===== config.mk =====
export PLATFORM = sky130hd
export DESIGN_NAME = fc_argmax_reader_flat
export DESIGN_NICKNAME = d
export VERILOG_FILES = /design/src/rtl/fc_argmax_reader_if.sv /design/src/rtl/fc_argmax_reader.sv /design/src/flat_wrapper.sv
export SDC_FILE = /design/constraint.sdc
export NUM_CORES = 1
export LEC_CHECK = 0
export ABC_AREA = 0
export BUFFER_PORTS_ARGS = -buffer_cell sky130_fd_sc_hd__buf_2
export CORE_ASPECT_RATIO = 1.2
export CORE_MARGIN = 1
export CORE_UTILIZATION = 25
export DETAILED_ROUTE_END_ITERATION = 8
export GPL_TIMING_DRIVEN = 1
export PLACE_DENSITY = 0.53
export SLEW_MARGIN = 15
export SYNTH_ARGS = -nofsm -noshare
export SYNTH_HDL_FRONTEND = slang
export SYNTH_SLANG_ARGS = --single-unit
export TNS_END_PERCENT = 1

===== constraint.sdc =====
create_clock -name clk -period 3.15 [get_ports clk]
set_input_delay 0.315 -clock clk [delete_from_list [all_inputs] [get_ports clk]]
set_output_delay 0.315 -clock clk [all_outputs]
set_load 0.02 [all_outputs]

===== src/rtl/fc_argmax_reader_if.sv =====
// Handshake bundle between an FC layer, the argmax reader and its result consumer.
// Optional max_score lane is present only when FC_ARGMAX_SCORE_EN is defined.
interface fc_argmax_reader_if #(
  parameter int IN_SIZE = 10,
  parameter int W       = 8,
  parameter int IDX_W   = 4
);
  logic                   in_valid;
  logic [W*IN_SIZE-1:0]   vec_flat;
  logic                   out_ready;
  logic                   out_valid;
  logic [IDX_W-1:0]       class_idx;
`ifdef FC_ARGMAX_SCORE_EN
  logic [W-1:0]           max_score;
`endif
  logic                   busy;

  modport master (
    output in_valid, vec_flat, out_ready,
    input  out_valid, class_idx,
`ifdef FC_ARGMAX_SCORE_EN
    input  max_score,
`endif
    input  busy
  );

  modport slave (
    input  in_valid, vec_flat, out_ready,
    output out_valid, class_idx,
`ifdef FC_ARGMAX_SCORE_EN
    output max_score,
`endif
    output busy
  );
endinterface


===== src/rtl/fc_argmax_reader.sv =====
// Sequential argmax over a latched FC output vector, one element per clock, result held until consumed.
// Optional feature macro: FC_ARGMAX_SCORE_EN adds the max_score output and its register.
module fc_argmax_reader #(
  parameter int IN_SIZE = 10,
  parameter int W       = 8,
  parameter int IDX_W   = 4
) (
  input logic               clk,
  input logic               reset,
  fc_argmax_reader_if.slave bus
);

  typedef enum logic [1:0] {
    IDLE = 2'd0,
    SCAN = 2'd1,
    HOLD = 2'd2
  } state_t;

  state_t                  state_q, state_d;
  logic                    in_valid_d_q, in_valid_d_d;
  logic [W*IN_SIZE-1:0]    vec_buf_q, vec_buf_d;
  logic signed [W-1:0]     best_val_q, best_val_d;
  logic [IDX_W-1:0]        best_idx_q, best_idx_d;
  logic [IDX_W-1:0]        cnt_q, cnt_d;
  logic                    out_valid_q, out_valid_d;
  logic [IDX_W-1:0]        class_idx_q, class_idx_d;
`ifdef FC_ARGMAX_SCORE_EN
  logic signed [W-1:0]     max_score_q, max_score_d;
`endif

  logic                    capture;
  logic                    last_elem;
  logic signed [W-1:0]     cur_elem;
  logic signed [W-1:0]     next_val;
  logic [IDX_W-1:0]        next_idx;

  assign capture   = bus.in_valid && !in_valid_d_q;
  assign last_elem = (cnt_q == IDX_W'(IN_SIZE - 1));

  always_ff @(posedge clk) begin
    if (reset) begin
      state_q <= IDLE;
    end else begin
      state_q <= state_d;
    end
  end

  always_comb begin
    state_d = state_q;
    case (state_q)
      IDLE: if (capture) state_d = (IN_SIZE == 1) ? HOLD : SCAN;
      SCAN: if (last_elem) state_d = HOLD;
      HOLD: if (bus.out_ready) state_d = IDLE;
      default: state_d = IDLE;
    endcase
  end

  // Running comparison: strict greater-than keeps the earliest index on ties.
  always_comb begin
    cur_elem = vec_buf_q[cnt_q*W +: W];
    next_val = best_val_q;
    next_idx = best_idx_q;
    if (cur_elem > best_val_q) begin
      next_val = cur_elem;
      next_idx = cnt_q;
    end
  end

  always_comb begin
    in_valid_d_d = bus.in_valid;
    vec_buf_d    = vec_buf_q;
    best_val_d   = best_val_q;
    best_idx_d   = best_idx_q;
    cnt_d        = cnt_q;
    out_valid_d  = out_valid_q;
    class_idx_d  = class_idx_q;
`ifdef FC_ARGMAX_SCORE_EN
    max_score_d  = max_score_q;
`endif
    case (state_q)
      IDLE: begin
        if (capture) begin
          vec_buf_d  = bus.vec_flat;
          best_val_d = bus.vec_flat[W-1:0];
          best_idx_d = '0;
          cnt_d      = IDX_W'(1);
          if (IN_SIZE == 1) begin
            out_valid_d = 1'b1;
            class_idx_d = '0;
`ifdef FC_ARGMAX_SCORE_EN
            max_score_d = bus.vec_flat[W-1:0];
`endif
          end
        end
      end
      SCAN: begin
        best_val_d = next_val;
        best_idx_d = next_idx;
        cnt_d      = cnt_q + 1'b1;
        if (last_elem) begin
          out_valid_d = 1'b1;
          class_idx_d = next_idx;
`ifdef FC_ARGMAX_SCORE_EN
          max_score_d = next_val;
`endif
        end
      end
      HOLD: begin
        if (bus.out_ready) out_valid_d = 1'b0;
      end
      default: ;
    endcase
  end

  always_ff @(posedge clk) begin
    if (reset) begin
      in_valid_d_q <= 1'b0;
      vec_buf_q    <= '0;
      best_val_q   <= '0;
      best_idx_q   <= '0;
      cnt_q        <= '0;
      out_valid_q  <= 1'b0;
      class_idx_q  <= '0;
`ifdef FC_ARGMAX_SCORE_EN
      max_score_q  <= '0;
`endif
    end else begin
      in_valid_d_q <= in_valid_d_d;
      vec_buf_q    <= vec_buf_d;
      best_val_q   <= best_val_d;
      best_idx_q   <= best_idx_d;
      cnt_q        <= cnt_d;
      out_valid_q  <= out_valid_d;
      class_idx_q  <= class_idx_d;
`ifdef FC_ARGMAX_SCORE_EN
      max_score_q  <= max_score_d;
`endif
    end
  end

  always_comb begin
    bus.out_valid = out_valid_q;
    bus.class_idx = class_idx_q;
    bus.busy      = (state_q != IDLE);
`ifdef FC_ARGMAX_SCORE_EN
    bus.max_score = max_score_q;
`endif
  end

endmodule


===== src/flat_wrapper.sv =====
// flat-port wrapper written by rule: the top's interface ports become plain ports
module fc_argmax_reader_flat 
#(
  parameter int IN_SIZE = 10,
  parameter int W       = 8,
  parameter int IDX_W   = 4
)
  (clk, reset, bus_in_valid, bus_vec_flat, bus_out_ready, bus_out_valid, bus_class_idx, bus_busy);
  fc_argmax_reader_if #(.IN_SIZE(IN_SIZE), .W(W), .IDX_W(IDX_W)) bus_i ();
  input logic clk;
  input logic reset;
  input wire logic [$bits(bus_i.in_valid)-1:0] bus_in_valid;
  input wire logic [$bits(bus_i.vec_flat)-1:0] bus_vec_flat;
  input wire logic [$bits(bus_i.out_ready)-1:0] bus_out_ready;
  output wire logic [$bits(bus_i.out_valid)-1:0] bus_out_valid;
  output wire logic [$bits(bus_i.class_idx)-1:0] bus_class_idx;
  output wire logic [$bits(bus_i.busy)-1:0] bus_busy;
  assign bus_i.in_valid = bus_in_valid;
  assign bus_i.vec_flat = bus_vec_flat;
  assign bus_i.out_ready = bus_out_ready;
  assign bus_out_valid = bus_i.out_valid;
  assign bus_class_idx = bus_i.class_idx;
  assign bus_busy = bus_i.busy;
  fc_argmax_reader #(.IN_SIZE(IN_SIZE), .W(W), .IDX_W(IDX_W)) u_core (.clk(clk), .reset(reset), .bus(bus_i));
endmodule

Word level (Yosys, flattened, before mapping)
Cells that the tools add are included.
{"block": "totals", "in_bits": 84, "out_inout_bits": 6, "ff_bits": 104, "word_cells": 45}
{"block": "op_classes", "addsub": 1, "n_eq_ne": 7, "n_reduce_logical": 12, "mux": 15, "shift": 1, "n_lt_le_gt_ge": 1}
{"op": "variable part select 80 x 8 -> 8 bit", "n": 1}
{"op": "2-to-1 mux 8 bit", "n": 2}
{"op": "one-hot mux 4 bit (2 select lines)", "n": 2}
{"op": "one-hot mux 8 bit (2 select lines)", "n": 1}
{"op": "2-to-1 mux 4 bit", "n": 3}
{"op": "AND reduction 3 bit", "n": 3}
{"op": "> comparator 8 bit", "n": 1}
{"op": "2-to-1 mux 2 bit", "n": 3}
{"op": "inequality test 2 x 1 -> 1 bit, second input constant", "n": 3}
{"op": "one-hot mux 2 bit (3 select lines)", "n": 1}
{"op": "AND reduction 2 bit", "n": 3}
{"op": "nonzero test 2 bit", "n": 3}
{"op": "adder 4 x 1 -> 4 bit, second input constant", "n": 1}
{"op": "equality test 4 bit, second input constant", "n": 1}
{"op": "equality test 2 x 1 -> 1 bit, second input constant", "n": 1}
{"op": "equality test 2 bit, second input constant", "n": 1}
{"op": "zero test 2 bit", "n": 1}
{"op": "2-to-1 mux 1 bit", "n": 2}
{"op": "inequality test 2 bit, second input constant", "n": 1}
{"op": "one-hot mux 1 bit (2 select lines)", "n": 1}
{"op": "logical AND 1 bit", "n": 1}
{"op": "zero test 1 bit", "n": 1}

Depth between registers and ports, before layout
Gate-level depths: netlist of the first run.
{"block": "logic_depth", "depth_word": 4, "ltp_mapped": 12, "mapped_depth_nobuf": 10}

Worst setup path after synthesis of the first run
No wires, ideal clock.
{"block": "synth_path", "path_kind": "register to register", "startpoint": "reg u_core.cnt_q[1]", "endpoint": "reg u_core.best_val_q[1]", "required_time_ns": 3.092, "arrival_ns": 2.922, "path_slack_ns": 0.171, "stages_incl_launch_ff": 12, "path_buffers": 1, "setup_ns": 0.058, "synth_period_minus_slack_ns": 2.979, "path_cell_list": "dfxtp_1 > buf_6 > mux4_1 > mux2i_1 > or2_1 > nand2_1 > ha_1 > nand4_1 > o32ai_2 > a31oi_4 > a211oi_2 > a22o_2"}
{"block": "synth_between", "elab_chain_cells": 4, "word_cells_on_any_way": 6, "cone_classes": "order compare (1); eq/ne (1); shift (1); mux (2); reduce/logical (1)"}
{"item": "from (decl)", "line_no": "fc_argmax_reader.sv:24", "text": "logic [IDX_W-1:0] cnt_q, cnt_d;"}
{"item": "from (signal assigned)", "line_no": "fc_argmax_reader.sv:132", "text": "cnt_q <= cnt_d;"}
{"item": "variable part select 80 x 8 -> 8 bit *", "line_no": "fc_argmax_reader.sv:60", "text": "cur_elem = vec_buf_q[cnt_q*W +: W];"}
{"item": "> comparator 8 bit", "line_no": "fc_argmax_reader.sv:63", "text": "if (cur_elem > best_val_q) begin"}
{"item": "inequality test 2 x 1 -> 1 bit (no line)"}
{"item": "AND reduction 3 bit (no line)"}
{"item": "to (signal assigned)", "line_no": "fc_argmax_reader.sv:130", "text": "best_val_q <= best_val_d;"}
{"item": "to (decl)", "line_no": "fc_argmax_reader.sv:22", "text": "logic signed [W-1:0] best_val_q, best_val_d;"}
Every way passes the cells marked *; elsewhere a longest branch is shown, timed or not. The select of a mux whose other input is x is not followed.
A chain may end at the register's enable or synchronous reset.

Worst setup path after layout of the first run
{"block": "layout_path", "startpoint": "reg u_core.cnt_q[0]", "endpoint": "reg u_core.best_val_q[3]"}
The elaborated chain is that of the path after synthesis.

==> summary.md, run 1 <==
| Metric | Value |
|---|---|
| TritonCTS clock tree | built |
| Worst EP arrival | 3.31 ns |
| Diodes inserted | 0 |
| Hold WS | about 0.2 ns |
| Drt drc | 0 |
| Fmax | 332 MHz |
| Core area | 18900 sq um |
| Clk sinks | around 100 |
| Die Wd | 128 microns |
| Worst Tran Pin Value | 0.863 ns |
| Max-slew violation count | 0 |
| Top-area cell type share of the netlist area | 0.434 |
| # rows | 55 |
| Non-filler instance count after layout | 907 |
| Skew final | 0.00823 ns |
| Period minus WS final | approximately 3.0 ns |
| Kind of critical path | flip-flop to flip-flop |
| Number of synthesized flops with an enable pin | 0 |
| Vias in the first global route | about 4000 |
| Synth top cells by count | nand2_1 (183), dfxtp_1 (104), a21oi_1 (96), nor2_1 (21), clkbuf_1 (18) |
| Final instance area | 5950 sq um |
| Cell taking the most area after synthesis | dfxtp_1 |
| Final worst setup slack | 0.135 ns |
| # port buffers | 89 |
| RSZ-0062 raised after global routing | false |
| VDD IR max | 0.260 mV |
| CP Launch Type | flip-flop |
| Met3 WL | 586 microns |
| DR top layer | met4 |
| GP Congestion | 0.832 |
| Mapped Area | between 4000 and 5000 sq um |
| Routed len/inst | 14.3 microns |
| Post-DP HPWL | about 9500 microns |
| Sequential area share after synthesis | 0.434 |
| Place WS | -0.189 ns |
| DIE AREA | between 15000 and 20000 sq um |
| Post-synthesis register bit count | 104 |
| Die Span Y | 154 microns |
| Synth Flop Type | dfxtp_1 |
| Leakage | between 2 and 2.5 nW |
| Initial DRC count | 128 |
| Pwr/cell area | 547 nW/um^2 |
| IO Pins | 90 |
| Final ANT Viol Nets | 0 |
| Initial Util | 0.254 |
| Tightest Hold Check Type | input pin to flip-flop |
| Vias per inst | 4.42 |
| Placed Cells | slightly below 900 |
| Synthesis Warnings | 0 |
| Clk slew on worst S/H paths | ~0.07 ns |
| Count leader, synth | nand2_1 |
| Final setup fails | 0 |
| Post-synth cell types | 46 |
| WL met2 | ~6200 microns |
| Final hold vios | 0 |
| Critical path peak fanout | 7 |
| FFs w/ async S/R, synth | 0 |
| Post-synthesis instance total | 563 |
| Share of cells above drive strength 1 | 0.258 |
| Worst skew pair latency | 0.35 ns |
| Initial antenna violation count | 0 |
| Outcome | finished, final reports clean |
| Grt ovf | 0 |
| Slew headroom | 0.425 |
| CTS buffer count | 9 |
| Max Cap Viol | 0 |
| Area after DPL | 5540 sq um |
| DRT Pass-1 Iters | 6 |
| H-tree Lvls | 3 |
| CTS max path bufs | 2 |
| Root Driver | clkbuf_16 |
| Global-route wire length before repair | 20800 microns |
| Nets | 740 |
| Syn Area/Cell | 8.52 sq um |
| Final core utilization | 0.315 |
| Reg2Reg Setup Slack | 0.13 ns |
| WL final | 13000 microns |
| Syn Nets | between 600 and 700 |
| CP required | between 3 and 4 ns |
| CP endpoint kind | flip-flop |
| M1 wire length | 6100 microns |
| DR vias | 4005 |
| Largest net degree at the start of global routing | 44 |
| Tcrit/Tclk final | 0.957 |
| Tot GR Track Use | 0.136 |
| Top cells by area, synth | dfxtp_1 (43%), nand2_1 (14%), a21oi_1 (10%), mux4_1 (4.4%), mux4_2 (3.8%) |
| Area Overhead vs Synth | 23.9% |
## area by class of cell
class	instances	area, sq um
fill	2050	12900
timing repair buffer	114	688
inverter	10	37.5
multi-input combinational	407	2510
clock buffer	10	239
clock inverter	6	58.8
tap	256	320
sequential	104	2090
## routing by layer
metal	up-vias	track usage
li1	2085	-
met2	93	0.223
met5	-	0
met4	0	0.0336
met3	9	0.0334
met1	1818	0.179
## state kept, by name (all words and copies together), names as in the netlist
| signal | cells |
|---|---|
| u_core.best_idx_q | 4 |
| u_core.best_val_q | 8 |
| u_core.bus.class_idx | 4 |
| u_core.bus.out_valid | 1 |
| u_core.cnt_q | 4 |
| u_core.in_valid_d_q | 1 |
| u_core.state_q | 2 |
| u_core.vec_buf_q | 80 |
## repair_timing
action | CTS | global route
setup endpoints to repair | 8 | 15
hold buffers | 0 | 0
pin swaps | 1 | 5
setup buffers | 0 | 3
gates resized for setup | 6 | 10
## through the flow
stage / total power [mW] / setup TNS (ns)
finish: 3.25 / 0
global route: 3.40 / 0
CTS: 3.23 / 0
detailed placement: 2.08 / -1.24
global placement: 2.07 / -0.368
floorplan: 1.88 / 0
## cell usage in the layout, fill, tap and decap left out, types with 5 or more instances in the layout
master	count
nor2_1	21
mux4_2	9
mux2i_1	7
nand3_1	5
dfxtp_1	102
inv_1	10
or2_1	5
clkbuf_16	9
mux2_2	8
ha_1	9
nor3_1	6
a21oi_1	96
buf_4	19
mux4_1	7
nand2_1	183
a311oi_1	7
buf_2	88
## worst max-delay path, cell delays in order, from the launching register on
cell	delay [ns]
dfxtp_2	0.34
buf_4	0.15
mux4_2	0.53
mux2i_1	0.14
or2_1	0.13
nand2_1	0.06
ha_1	0.29
nand4_1	0.19
a211o_2	0.41
a31o_4	0.29
o21ai_4	0.16
buf_6	0.14
a22o_2	0.12
## final timing paths
| path | depth (start not counted) | start | end |
|---|---|---|---|
| max | 12 | u_core.cnt_q[0] | u_core.best_val_q[3] |
| min | 3 | bus_vec_flat[10] | u_core.vec_buf_q[10] |
| max reg2reg | 12 | u_core.cnt_q[0] | u_core.best_val_q[3] |
| min reg2reg | 2 | u_core.vec_buf_q[28] | u_core.vec_buf_q[28] |
## kinds of logic after synthesis
| group | after synthesis | share of synthesized area |
|---|---|---|
| AOI/OAI and AO/OA | 130 | 0.165 |
| xor gates and xnor gates | 1 | 0.00183 |
| adders and majority gates | 10 | 0.0261 |
| buffers and inverters | 52 | 0.0558 |
| DFF | 104 | 0.434 |
| muxes | 31 | 0.115 |
| and+or+nand+nor | 235 | 0.203 |
## power breakdown
part | switching [mW] | total (mW) | internal, mW
combinational | 0.364 | 0.678 | 0.314
clock | 0.491 | 1.12 | 0.634
sequential | 0.0506 | 1.45 | 1.40
total | 0.906 | 3.25 | 2.35
No activity file was read; power rests on OpenSTA's default activity.
==> run 2, diff against run 1 <==
ABC_AREA = 1   (was 0)
CORE_UTILIZATION = 50   (was 25)
PLACE_DENSITY = 0.85   (was 0.53)
==> run 2 against run 1 <==
The run now ends with design-rule violations left. Non-clock buffer count decreased by 15. First-iteration DRC count increased to 3.5 times the previous value. Synthesized cell count increased by 29%. Register-to-register slack improved by 0.19 ns. Power increased by 9.9%. Largest cell class unchanged.
==> summary.md, run 2 <==
| Metric | Value |
|---|---|
| Leading cell type in the layout, fill and taps excluded | nor2_1 |
| GP Congestion | slightly above 0.9 |
| Count leader, synth | nor2_1 |
| Grt ovf | 0 |
| CTS max path bufs | 2 |
| Place WS | 0.364 ns |
| Initial antenna violation count | 0 |
| # rows | 39 |
| Fmax | 354 MHz |
| Largest net degree at the start of global routing | 81 |
| VDD IR max | 0.368 mV |
| H-tree Lvls | 3 |
| Synth top cells by count | nor2_1 (237), nand2_1 (116), o21ai_0 (111), dfxtp_1 (104), inv_1 (30) |
| Initial Util | 0.512 |
| Worst EP arrival | about 3.1 ns |
| Post-CTS setup repair buffer count | 0 |
| DR vias | 4825 |
| Skew final | 0.00653 ns |
| Tcrit/Tclk final | 0.897 |
| CP required | 3.40 ns |
| Tightest Hold Check Type | input pin to flip-flop |
| Synthesis Warnings | 0 |
| Core area | 9470 sq um |
| Post-cts sizing count | 0 |
| CP Launch Type | flip-flop |
| CP startpoint | u_core.cnt_q[0] |
| Area Overhead vs Synth | 16.8% |
| Mapped Area | 4850 sq um |
| Critical path peak fanout | 44 |
| Post-synthesis register bit count | about 100 |
| FFs w/ async S/R, synth | 0 |
| Final hold vios | 0 |
| Syn Nets | around 820 |
| Clk slew on worst S/H paths | 0.07 ns |
| Worst Tran Pin Value | 0.707 ns |
| Tot Pwr | about 3.6 mW |
| IO Pins | 90 |
| Area occupied by multi-input gates | 2420 sq um |
| Diodes inserted | 0 |
| Number of synthesized flops with an enable pin | 0 |
| Clk sinks | 104 |
| WL final | roughly 12000 microns |
| Die Wd | 91.9 microns |
| Fill count | 897 |
| Largest Register | u_core.vec_buf_q |
| Max-slew violation count | 0 |
| Placed Cells | 901 |
| Post-DP HPWL | ~8500 microns |
| Routed len/inst | between 10 and 15 microns |
| Kind of critical path | flip-flop to flip-flop |
| Regs by FF count | u_core.vec_buf_q (80), u_core.best_val_q (8) |
| Final ANT Viol Nets | 0 |
| Slew headroom | 0.526 |
| RSZ-0062 raised after global routing | false |
| Leakage | 2.71 nW |
| Initial DRC count | ~450 |
| Vias per inst | 5.26 |
| Setup_tns | 0 ns |
| Syn Area/Cell | 6.69 sq um |
| Post-synth cell types | 29 |
| Reg2Reg Setup Slack | 0.32 ns |
| DRT Pass-1 Iters | 7 |
| Root Driver | clkbuf_16 |
| Commonest non-fill, non-tap cells in the layout | nor2_1 (237), nand2_1 (116), o21ai_0 (111) |
| Period minus WS final | between 2 and 3 ns |
| Cell taking the most area after synthesis | dfxtp_1 |
| CTS buffer count | 9 |
| Max FFs per register | 80 |
| Drt drc | 2 |
| Cts hold-fix bufs | 0 |
| Die Span Y | 110 microns |
| TritonCTS clock tree | built |
| Synth Flop Type | dfxtp_1 |
| Final setup fails | 0 |
| Worst skew pair latency | 0.35 ns |
| Hold WS | 0.181 ns |
| RR Startpoint | u_core.cnt_q[0] |
| Outcome | finished, violations left |
| Sequential area share after synthesis | 0.429 |
| Post-synthesis instance total | 725 |
| Tot GR Track Use | 0.255 |
| Max Cap Viol | 0 |
| Global-route wire length before repair | 20300 microns |
| Failing checks | design-rule violations |
| Nets | between 800 and 900 |
| Final worst setup slack | approximately 0.32 ns |
| Top-area cell type share of the netlist area | 0.429 |
| Top cells by area, synth | dfxtp_1 (43%), nor2_1 (18%), o21ai_0 (11%), nand2_1 (9.0%), ha_1 (2.6%) |
| DIE AREA | 10100 sq um |
| Storage element area | 2080 sq um |
| Non-filler instance count after layout | 917 |
| Hold wc startpoint | bus_vec_flat[58] |
| # port buffers | 89 |
| Share of cells above drive strength 1 | 0.160 |
| Pwr/cell area | 631 nW/um^2 |
| Vias in the first global route | 4374 |
| CP endpoint kind | flip-flop |
==> run 2: cell types whose count changed after synthesis, moves of 13 or more <==
cell | before | now
a21oi_1 | 96 | 13
inv_1 | 10 | 30
nand2_1 | 183 | 116
nand3_1 | 5 | 18
nor2_1 | 21 | 237
o21ai_0 | 0 | 111
==> run 2: area by class of cell <==
cell class,count,area share
repair buffers,99,0.0963
clock inverters,6,0.0161
multi-input cells,539,0.427
inverters,36,0.0239
well taps,123,0.0272
flip-flops and latches,104,0.368
clock buffers,10,0.0422
==> run 2: final timing paths <==
kind                            cells past startpoint                   end
worst max-delay path                               18  u_core.best_val_q[1]
worst min-delay path                                3  u_core.vec_buf_q[58]
worst max register to register                     18  u_core.best_val_q[1]
worst min register to register                      2  u_core.best_idx_q[1]
==> run 2: critical path, cell delays in order, from the launching register on <==
cell and delay (ns):
dfxtp_1 0.35, buf_4 0.40, nor2_1 0.10, nor2_1 0.09, o21ai_1 0.08, o211ai_1 0.12, nand3_1 0.10, nand2_1 0.13
ha_1 0.27, a21oi_1 0.17, nand2_1 0.07, nand2_1 0.07, nand3_1 0.17, nand3_2 0.18, nand2_2 0.08, nand2_4 0.17
nand2_1 0.08, nand2_1 0.06, nor2_1 0.05
==> run 2: logic make-up (layout without fill, tap and decap cells) <==
family	Yosys count	after routing	share of synthesized area
DFF	104	104	0.429
buffers and inverters	82	151	0.0720
and+or+nand+nor	386	386	0.316
AOI/OAI and AO/OA	143	143	0.157
adders and majority gates	10	10	0.0258
==> run 2: metrics by stage <==
| stage | cell area (sq um) | util |
|---|---|---|
| 2_1_floorplan | 4850 | - |
| 3_3_place_gp | 5330 | 0.563 |
| 3_5_place_dp | 5330 | 0.563 |
| 4_1_cts | 5660 | 0.598 |
| 5_1_grt | 5660 | 0.598 |
| 6_report | 5660 | 0.598 |
==> run 2: power breakdown <==
| part | internal, mW | switching [mW] |
|---|---|---|
| Combinational | 0.292 | 0.536 |
| Sequential | 1.45 | 0.0673 |
| Clock | 0.722 | 0.507 |
| Total | 2.46 | 1.11 |
==> run 2: layer usage <==
metal,GRT usage,up-vias,share of wire
li1,-,2439,-
met3,0.0353,25,0.064
met5,0,-,0
met1,0.336,2182,0.43
met4,0.124,0,0.027
met2,0.412,179,0.48
